[src/rtl/ppu_oam_scan_if.sv]
// OAM read bus between the mode-2 scanner and the memory map's PPU port.
// The scanner presents an address; the memory returns that byte one cycle later.
interface ppu_oam_scan_if;
  logic [7:0] oam_addr;
  logic       oam_read_en;
  logic [7:0] oam_data;

  modport master (
    output oam_addr,
    output oam_read_en,
    input  oam_data
  );

  modport slave (
    input  oam_addr,
    input  oam_read_en,
    output oam_data
  );
endinterface

[src/rtl/ppu_oam_scan.sv]
// PPU mode-2 OAM search: scans 40 OAM entries and buffers up to 10 sprites hitting line ly.
// Define OAM_SCAN_SORT_X_EN to keep the buffer sorted by ascending X (ties by OAM index).
module ppu_oam_scan #(
  parameter int unsigned NUM_ENTRIES = 40,
  parameter int unsigned MAX_SPRITES = 10
) (
  input  logic                  clock,
  input  logic                  reset,
  input  logic                  start,
  input  logic [7:0]            ly,
  input  logic                  tall_sprites,
  ppu_oam_scan_if.master        oam,
  output logic                  busy,
  output logic                  done,
  output logic [3:0]            sprite_count,
  input  logic [3:0]            rd_index,
  output logic                  rd_valid,
  output logic [5:0]            rd_oam_index,
  output logic [7:0]            rd_y,
  output logic [7:0]            rd_x
);

  typedef enum logic [1:0] {IDLE, SCAN, FLUSH, DONE} state_t;

  localparam logic [6:0] LAST_K     = 7'(2 * NUM_ENTRIES - 1);
  localparam logic [5:0] LAST_ENTRY = 6'(NUM_ENTRIES - 1);
  localparam logic [3:0] MAX_COUNT  = 4'(MAX_SPRITES);

  state_t      state;
  state_t      state_next;
  logic [6:0]  k;
  logic [7:0]  ly_q;
  logic        tall_q;
  logic [7:0]  y_q;

  logic [5:0]  slot_idx [MAX_SPRITES];
  logic [7:0]  slot_y   [MAX_SPRITES];
  logic [7:0]  slot_x   [MAX_SPRITES];

  logic        eval_en;
  logic [5:0]  eval_entry;
  logic [8:0]  line_pos;
  logic [8:0]  height;
  logic [8:0]  y_ext;
  logic        hit;
  logic        accept;

  always_comb begin
    state_next      = state;
    oam.oam_addr    = '0;
    oam.oam_read_en = 1'b0;
    busy            = 1'b0;
    done            = 1'b0;
    unique case (state)
      IDLE: begin
        if (start) state_next = SCAN;
      end
      SCAN: begin
        // Even k reads the Y byte, odd k the X byte of entry k>>1.
        oam.oam_addr    = {k[6:1], 1'b0, k[0]};
        oam.oam_read_en = 1'b1;
        busy            = 1'b1;
        if (k == LAST_K) state_next = FLUSH;
      end
      FLUSH: begin
        busy       = 1'b1;
        state_next = DONE;
      end
      DONE: begin
        done       = 1'b1;
        state_next = IDLE;
      end
      default: state_next = IDLE;
    endcase
  end

  // Data arrives one cycle after its address, so an entry is judged on the
  // cycle after its X address went out (the last one during FLUSH).
  always_comb begin
    eval_en    = ((state == SCAN) && (k != '0) && !k[0]) || (state == FLUSH);
    eval_entry = (state == FLUSH) ? LAST_ENTRY : (k[6:1] - 6'd1);
    line_pos   = {1'b0, ly_q} + 9'd16;
    height     = tall_q ? 9'd16 : 9'd8;
    y_ext      = {1'b0, y_q};
    hit        = (line_pos >= y_ext) && (line_pos < (y_ext + height));
    accept     = eval_en && hit && (sprite_count < MAX_COUNT);
  end

`ifdef OAM_SCAN_SORT_X_EN
  logic [3:0] ins_pos;

  // Slots are already sorted, so the insert point is the number of valid
  // slots whose X does not exceed the new X (ties keep earlier OAM entries first).
  always_comb begin
    ins_pos = '0;
    for (int unsigned i = 0; i < MAX_SPRITES; i++) begin
      if ((4'(i) < sprite_count) && (slot_x[i] <= oam.oam_data)) ins_pos = ins_pos + 4'd1;
    end
  end
`endif

  always_ff @(posedge clock) begin
    if (reset) begin
      state        <= IDLE;
      k            <= '0;
      ly_q         <= '0;
      tall_q       <= 1'b0;
      y_q          <= '0;
      sprite_count <= '0;
      for (int unsigned i = 0; i < MAX_SPRITES; i++) begin
        slot_idx[i] <= '0;
        slot_y[i]   <= '0;
        slot_x[i]   <= '0;
      end
    end else begin
      state <= state_next;
      case (state)
        IDLE: begin
          if (start) begin
            ly_q         <= ly;
            tall_q       <= tall_sprites;
            k            <= '0;
            sprite_count <= '0;
            for (int unsigned i = 0; i < MAX_SPRITES; i++) begin
              slot_idx[i] <= '0;
              slot_y[i]   <= '0;
              slot_x[i]   <= '0;
            end
          end
        end
        SCAN: begin
          k <= k + 7'd1;
          if (k[0]) y_q <= oam.oam_data;
        end
        default: ;
      endcase

      if (accept) begin
        sprite_count <= sprite_count + 4'd1;
`ifdef OAM_SCAN_SORT_X_EN
        for (int unsigned i = 1; i < MAX_SPRITES; i++) begin
          if ((4'(i) > ins_pos) && (4'(i) <= sprite_count)) begin
            slot_idx[i] <= slot_idx[i-1];
            slot_y[i]   <= slot_y[i-1];
            slot_x[i]   <= slot_x[i-1];
          end
        end
        for (int unsigned i = 0; i < MAX_SPRITES; i++) begin
          if (4'(i) == ins_pos) begin
            slot_idx[i] <= eval_entry;
            slot_y[i]   <= y_q;
            slot_x[i]   <= oam.oam_data;
          end
        end
`else
        for (int unsigned i = 0; i < MAX_SPRITES; i++) begin
          if (4'(i) == sprite_count) begin
            slot_idx[i] <= eval_entry;
            slot_y[i]   <= y_q;
            slot_x[i]   <= oam.oam_data;
          end
        end
`endif
      end
    end
  end

  always_comb begin
    rd_valid     = 1'b0;
    rd_oam_index = '0;
    rd_y         = '0;
    rd_x         = '0;
    for (int unsigned i = 0; i < MAX_SPRITES; i++) begin
      if ((rd_index == 4'(i)) && (4'(i) < sprite_count)) begin
        rd_valid     = 1'b1;
        rd_oam_index = slot_idx[i];
        rd_y         = slot_y[i];
        rd_x         = slot_x[i];
      end
    end
  end

endmodule

[src/flat_wrapper.sv]
// flat-port wrapper written by rule: the top's interface ports become plain ports
module ppu_oam_scan_flat 
#(
  parameter int unsigned NUM_ENTRIES = 40,
  parameter int unsigned MAX_SPRITES = 10
)
  (clock, reset, start, ly, tall_sprites, busy, done, sprite_count, rd_index, rd_valid, rd_oam_index, rd_y, rd_x, oam_oam_addr, oam_oam_read_en, oam_oam_data);
  ppu_oam_scan_if oam_i ();
  input  logic clock;
  input  logic reset;
  input  logic start;
  input  logic [7:0] ly;
  input  logic tall_sprites;
  output logic busy;
  output logic done;
  output logic [3:0] sprite_count;
  input  logic [3:0] rd_index;
  output logic rd_valid;
  output logic [5:0] rd_oam_index;
  output logic [7:0] rd_y;
  output logic [7:0] rd_x;
  output wire logic [$bits(oam_i.oam_addr)-1:0] oam_oam_addr;
  output wire logic [$bits(oam_i.oam_read_en)-1:0] oam_oam_read_en;
  input wire logic [$bits(oam_i.oam_data)-1:0] oam_oam_data;
  assign oam_oam_addr = oam_i.oam_addr;
  assign oam_oam_read_en = oam_i.oam_read_en;
  assign oam_i.oam_data = oam_oam_data;
  ppu_oam_scan #(.NUM_ENTRIES(NUM_ENTRIES), .MAX_SPRITES(MAX_SPRITES)) u_core (.clock(clock), .reset(reset), .start(start), .ly(ly), .tall_sprites(tall_sprites), .oam(oam_i), .busy(busy), .done(done), .sprite_count(sprite_count), .rd_index(rd_index), .rd_valid(rd_valid), .rd_oam_index(rd_oam_index), .rd_y(rd_y), .rd_x(rd_x));
endmodule
[config.mk]
export PLATFORM = sky130hd
export DESIGN_NAME = ppu_oam_scan_flat
export DESIGN_NICKNAME = d
export VERILOG_FILES = /design/src/rtl/ppu_oam_scan_if.sv /design/src/rtl/ppu_oam_scan.sv /design/src/flat_wrapper.sv
export SDC_FILE = /design/constraint.sdc
export NUM_CORES = 1
export LEC_CHECK = 0
export CORE_MARGIN = 1
export CORE_UTILIZATION = 36
export DETAILED_ROUTE_END_ITERATION = 10
export DONT_BUFFER_PORTS = 1
export GPL_ROUTABILITY_DRIVEN = 0
export PLACE_DENSITY = 0.57
export SLEW_MARGIN = 0
export SYNTH_ARGS = -nofsm -noshare
export SYNTH_HDL_FRONTEND = slang
export SYNTH_SLANG_ARGS = --single-unit
[constraint.sdc]
create_clock -name clock -period 5.4 [get_ports clock]
set_input_delay 1.08 -clock clock [delete_from_list [all_inputs] [get_ports clock]]
set_output_delay 1.08 -clock clock [all_outputs]
set_load 0.01 [all_outputs]
==> metrics.md <==
| Metric | Value |
|---|---|
| GR Layer Usage met1 | 0.3140 |
| Clock Tree Root | clkbuf_16 |
| RSZ-0062 raised after global routing | no |
| Adder-Cell Fraction of Synth Area | 0.03076 |
| Final instance area | 13340 um^2 |
| Reg-to-reg endpoint | u_core.slot_idx[0][38]$_SDFFCE_PN0P_ |
| Crit share post-route | 0.8612 |
| Final Skew | 0.01754 ns |
| Final hold viol count | 0 |
| Max Clock Freq | 215.0 MHz |
| Crit. End Element | output port |
| Family with the most delay on the worst path | simple AND/OR/NAND/NOR gates |
| NetSw | 1.513 mW |
| Mean area per synthesized cell | 11.72 um^2 |
| Hold_sp | u_core.ly_q[0]$_SDFFE_PP0P_ |
| Register area share after synthesis | 0.5986 |
| CP Max Fanout | 14 |
| Worst VDD drop | 0.2554 mV |
| Placed Area | 12470 um^2 |
| Clk buf depth | 3 |
| Worst Slack Setup Final | 0.7494 ns |
| Status | completed |
| Post-CTS Hold Buffers | 0 |
| Area grow syn2layout | 10.80% |
| Ys flop type | edfxtp_1 |
| Post-detail-place hpwl | 25250 um |
| Stages on worst setup path | 7 |
| Clock Sinks | 250 |
| Total wire length | 38090 um |
| Clock tree from TritonCTS | built |
| DIE AREA | 34180 um^2 |
| Share of the core filled with cells | 0.4079 |
| I/O Buffers | 0 |
| Number of synthesized register bits | 250 |
| ANT nets after route | 0 |
| Post-Syn Area | 12040 um^2 |
| CP required | 4.32 ns |
| Leakage | 4.342 nW |
| Total Negative Setup Slacks | 0 ns |
| Internal power | 3.720 mW |
| Largest net degree at the start of global routing | 62 |
| R2r setup slk | 1.23 ns |
| Synth Area in Compound Gates | 0.1073 |
| Met2 Track Usage GR | 0.3374 |
| Layout Nets | 1060 |
| WP data arrival | 3.57 ns |
| First-pass GRT wire length | 56670 um |
| Via density | 5.899 |
| Clock network power share | 0.349 |
| Gate Count Post-Synth | 1027 |
| CTS clk-pin slew, worst paths | 0.06 ns |
| R2R cell count | 12 |
| Simple-gate share of the synthesized area | 0.2107 |
| Min cycle time layout | 4.651 ns |
| Core footprint | 32700 um^2 |
| Place WS | 1.002 ns |
| Total power draw | 5.234 mW |
| Die Height | 184.9 um |
| Hold endpoint | u_core.ly_q[0]$_SDFFE_PP0P_ |
| PwrDens | 392.3 nW/um^2 |
| Worst Hold Depth | 2 |
| Sw frac | 0.2892 |
| Num rows | 66 |
| Gr usage total | 0.2263 |
| Max Cap Viol | 0 |
| Synth warn | 0 |
| Vias in the first global route | 8462 |
| Share of cells above drive strength 1 | 0.1420 |
| Synth Area in XOR/XNOR | 0.009457 |
| Grt ovf | 0 |
| Comb pwr share | 0.149 |
| Max incr delay on CP | 0.85 ns |
| Mux contribution to synthesized area | 0.0008313 |
| Post-CTS sizing | 0 |
| WL/cell | 25.89 um |
| Hold crit path type | reg2reg |
| Drc violations | 0 |
| Most Crowded Layer GR | met2 |
| Clk Latency, worst-skew pair | 0.55 ns |
| Initial DRT Pass Iterations | 6 |
| Relative slew slack | 0.3074 |
| DR vias | 8678 |
| Yosys cell types | 69 |
| Worst-Margin Slew | 1.032 ns |
| Num CTS Buffers | 28 |
| Largest family of logic cells by synthesized area | simple AND/OR/NAND/NOR gates |
| Worst reg2reg path startpoint | u_core.y_q[3]$_SDFFE_PP0P_ |
| Crit start category | flip-flop |
| Crit path cell chain | inv_1, ha_1, nand2b_1, or4b_2, nand2_1, and4b_1, o21ai_0 |
| H-Tree Depth | 1 |
| Die X | 184.9 um |
| Final slew viol count | 0 |
| Initial Util | 0.3682 |
| Syn nets | 1080 |
| # IOs | 62 |
| Met3 GRT Util | 0.06901 |
| 1st-iter DRT viols | 1033 |
| Worst path buffer plus inverter count | 1 |
| Post-CTS setup buffer count | 0 |
| Slowest cell on crit path | or4b_2 |
| # setup viols final | 0 |
| Critical path type | reg2out |
| Post-synth ARST share | 0 |
| Initial antenna violation count | 1 |
| Number of synthesized flops with an enable pin | 220 |
| Power share of the sequential group | 0.502 |
## logic make-up (layout without fill, tap and decap cells)
group | count (synthesis) | after routing
xor+xnor | 13 | 13
mux | 1 | 1
other cells | 1 | 2
fa+ha+maj | 29 | 29
simple gates | 451 | 451
buf+inv | 112 | 113
flops | 250 | 250
compound gates | 170 | 170
## sequential cells by signal (all words and copies together) (netlist names)
name	count
u_core.slot_y	80
u_core.slot_idx	60
u_core.slot_x	80
u_core.k	7
u_core.ly_q	8
u_core.y_q	8
u_core.sprite_count	4
u_core.tall_q	1
u_core.state	2
## how the worst max path moves through the flow
stage	slack, ns	from	endpoint
after CTS	0.71	u_core.sprite_count[1]$_SDFFE_PP0P_	rd_y[4]
final	0.75	u_core.sprite_count[1]$_SDFFE_PP0P_	rd_y[0]
after floorplan	0.57	u_core.tall_q$_SDFFE_PP0P_	u_core.slot_idx[0][36]$_SDFFCE_PN0P_
after global placement	1.04	rd_index[3]	rd_x[6]
after global routing	0.54	u_core.sprite_count[1]$_SDFFE_PP0P_	rd_y[4]
after detailed placement	1.00	rd_index[3]	rd_x[6]
## worst reg2reg max path: stages, from the launching register on
cell,delay [ns]
dfxtp_1,0.39
ha_1,0.19
inv_1,0.05
fa_1,0.39
nor3_1,0.19
xnor2_1,0.15
ha_1,0.26
a21o_1,0.17
a32oi_2,0.19
o2111ai_2,0.25
or4_4,0.81
o21ai_2,0.44
buf_4,0.35
## per-stage QoR
stage,cells,hold WS [ns]
after floorplan,1027,0.4363
after global placement,1419,0.4423
after detailed placement,1419,0.4497
after CTS,1470,0.4577
after global routing,1470,0.4726
final,1471,0.4548
## synthesized netlist by cell type (all sizes together), types with 4 or more instances
master    n  area share
inv      29      0.0090
a22oi    17       0.011
nor2b     5      0.0026
o221ai   11      0.0080
or3       6      0.0031
a31oi     9      0.0047
or2       6      0.0033
o21ai    17      0.0071
nor4      9      0.0047
a21oi    35       0.015
xor2      5      0.0036
nand2b   29       0.015
nand3    29       0.012
xnor2     8      0.0058
or4       4      0.0028
a222oi   32       0.027
buf      30       0.016
nand2    69       0.022
dfxtp    30       0.050
edfxtp  220        0.55
a21o      6      0.0037
and4b     6      0.0050
o31ai     5      0.0031
nand4    10      0.0052
a221oi    5      0.0036
nor3    179       0.096
and2     14      0.0073
nor2     66       0.021
clkbuf   51       0.016
and3      8      0.0042
o22a      9      0.0065
ha       28       0.029
## power by group through the flow
stage	Sequential (mW)	Clock (mW)	Combinational [mW]
finish	2.63	1.83	0.781
global route	2.66	1.92	0.853
CTS	2.62	1.85	0.785
detailed placement	2.66	0	0.782
global placement	2.66	0	0.778
floorplan	2.62	0	0.525
## layout by cell type (no fill, tap or decap), types with 28 or more instances in the layout
master / instances
edfxtp_1: 220
nor3_1: 128
nand2_1: 68
nor2_1: 66
nor3_2: 51
a21oi_1: 34
a222oi_1: 32
buf_4: 31
dfxtp_1: 30
inv_1: 29
nand3_1: 28
nand2b_1: 28
ha_1: 28
clkbuf_16: 28
## metal layers
| layer | part of all wire | vias to the layer above |
|---|---|---|
| met5 | 0 | - |
| met4 | 0.025 | 0 |
| met3 | 0.11 | 55 |
| met2 | 0.44 | 402 |
| met1 | 0.42 | 4306 |
| li1 | - | 3915 |
## final cells by class
type	count	area [um^2]
multi-input cells	665	4365
clock buffers	35	726.9
inverters	31	116.4
repair buffers	31	232.7
diodes	1	2.502
flip-flops and latches	250	7207
clock inverters	16	136.4
fillers	3172	19360
well taps	442	553.0
(Power assumes the default switching activity.)
==> RTL change: new RTL, same settings <==
`MAX_SPRITES` is set to 10 in 2 places; all go to 9.
--- a/src/rtl/ppu_oam_scan.sv
+++ b/src/rtl/ppu_oam_scan.sv
@@ -2,7 +2,7 @@
 // Define OAM_SCAN_SORT_X_EN to keep the buffer sorted by ascending X (ties by OAM index).
 module ppu_oam_scan #(
   parameter int unsigned NUM_ENTRIES = 40,
-  parameter int unsigned MAX_SPRITES = 10
+  parameter int unsigned MAX_SPRITES = 9
 ) (
   input  logic                  clock,
   input  logic                  reset,
--- a/src/flat_wrapper.sv
+++ b/src/flat_wrapper.sv
@@ -2,7 +2,7 @@
 module ppu_oam_scan_flat 
 #(
   parameter int unsigned NUM_ENTRIES = 40,
-  parameter int unsigned MAX_SPRITES = 10
+  parameter int unsigned MAX_SPRITES = 9
 )
   (clock, reset, start, ly, tall_sprites, busy, done, sprite_count, rd_index, rd_valid, rd_oam_index, rd_y, rd_x, oam_oam_addr, oam_oam_read_en, oam_oam_data);
   ppu_oam_scan_if oam_i ();
Check against the original RTL: no difference found for any inputs over 4 cycles, from zero or initial values and one cycle with reset high; that may be too few to reach the edited logic, so the function may still have changed.
==> RTL change against the unedited design <==
The run now ends with DRC left; sequential power decreased by 6%; die area shrank 20%; clock skew shrank 6.3 ps; first-iteration DRC count decreased by 42%; routed wire length down 38%; synthesized cell count fell by 31%; power shrank 11%; synthesized area decreased by 20%; final area fell by 18%; non-clock buffer count decreased by 8; combinational power is 24% lower; critical path depth rose by 1; worst setup slack improved by 160 ps; sequential cell count decreased by 22; critical path type unchanged.
==> RTL change: results (changes against the unedited design) <==
[global_routing]
grt_usage_pct = 17.2  ; -5.4 points
use_met3_pct = 3.32  ; -3.6 points
grt_first_pass_wirelength_mm = 36.2  ; -36%
met2_usage_pct = 28.6  ; -5.2 points

[synthesis]
synth-compound-area-share_pct = 12.6  ; +1.9 points
ys_seq_area_share_pct = 67.9  ; +8.0 points
synthAdderAreaFrac_pct = 3.97  ; +0.89 points
synth_common_cells = 198 x edfxtp_1, 86 x nand2_1, 33 x nor2_1, 32 x a21oi_1, 30 x dfxtp_1
synthTopCellsByArea = edfxtp_1 62%, dfxtp_1 6.2%, ha_1 3.8%, nand2_1 3.3%, a222oi_1 2.9%
synth_nets = 766  ; -29%
synthXorXnorAreaFrac_pct = 1.18  ; +0.24 points
syn_avg_cell_area_um2 = 13.5  ; +16%
synth_edf_count = 198  ; -10%
synth_cell_types = 63  ; -8.7%

[critical_path]
crit_arrival_ps = 3410  ; -160 ps
max_stage_delay_ps = 510  ; -340 ps
critPathSlowestCell = a21oi_1
r2r_slack_ps = 1460  ; +230 ps
reg2reg_to = u_core.slot_idx[2][2]$_DFFE_PP_

[timing]
tightest_slew_ps = 1070  ; +33.7 ps
clock_skew_ps = 11.2  ; -6.31 ps
fin_crit_sh_pct = 83.1  ; -3.1 points

[pwr]
switching_power_mw = 1.22  ; -20%
power_leakage_nw = 4.03  ; -7.3%

[final_layout]
drive_gt1_share_pct = 10.2  ; -4.0 points
finalNetCount = 781  ; -26%
diodes = 0  ; -1

[detailed_routing]
wl_met3_mm = 1.70  ; -59%
vias = 5988  ; -31%
drtPass1Iterations = 11  ; +5
wl_met1_mm = 10.1  ; -38%
wl_per_cell_um = 21.9  ; -15%
drcViolationCount = 2  ; +2
dr_wl_met2_mm = 11.3  ; -33%
vias_per_cell = 5.54  ; -6.0%

[placement]
pre_cts_ws_ps = 1230  ; +231 ps
place_inst = 1036  ; -27%
place_hpwl_mm = 15.1  ; -40%
placed_cell_area_mm2 = 0.0101  ; -19%

[run_status]
violations = DRC
outcome = finished, violations left

RTL change: cell types whose count changed after synthesis, moves of 7 or more:
cell,change
nor4_1,-7
o22a_1,-9
a31oi_1,-9
and2_1,+14
nand2b_1,-27
nand3_1,-9
nor3_1,-122
edfxtp_1,-22
nor2_1,-33
nor3_2,-50
nand2_1,+17
buf_2,-9
clkbuf_1,-36
RTL change: area by class of cell:
type | instances | area, µm²
Clock inverter | 10 | 116
Tap cell | 335 | 419
Sequential cell | 228 | 6550
Inverter | 26 | 97.6
Multi-Input combinational cell | 424 | 2880
Fill cell | 2499 | 15200
Timing Repair Buffer | 23 | 173
Clock buffer | 34 | 658
RTL change: power by group through the flow:
stage / combinational (mW) / clock, mW / sequential (mW)
floorplan: 0.386 / 0 / 2.49
global placement: 0.600 / 0 / 2.50
detailed placement: 0.604 / 0 / 2.51
CTS: 0.608 / 1.64 / 2.48
global route: 0.670 / 1.70 / 2.51
finish: 0.594 / 1.62 / 2.47
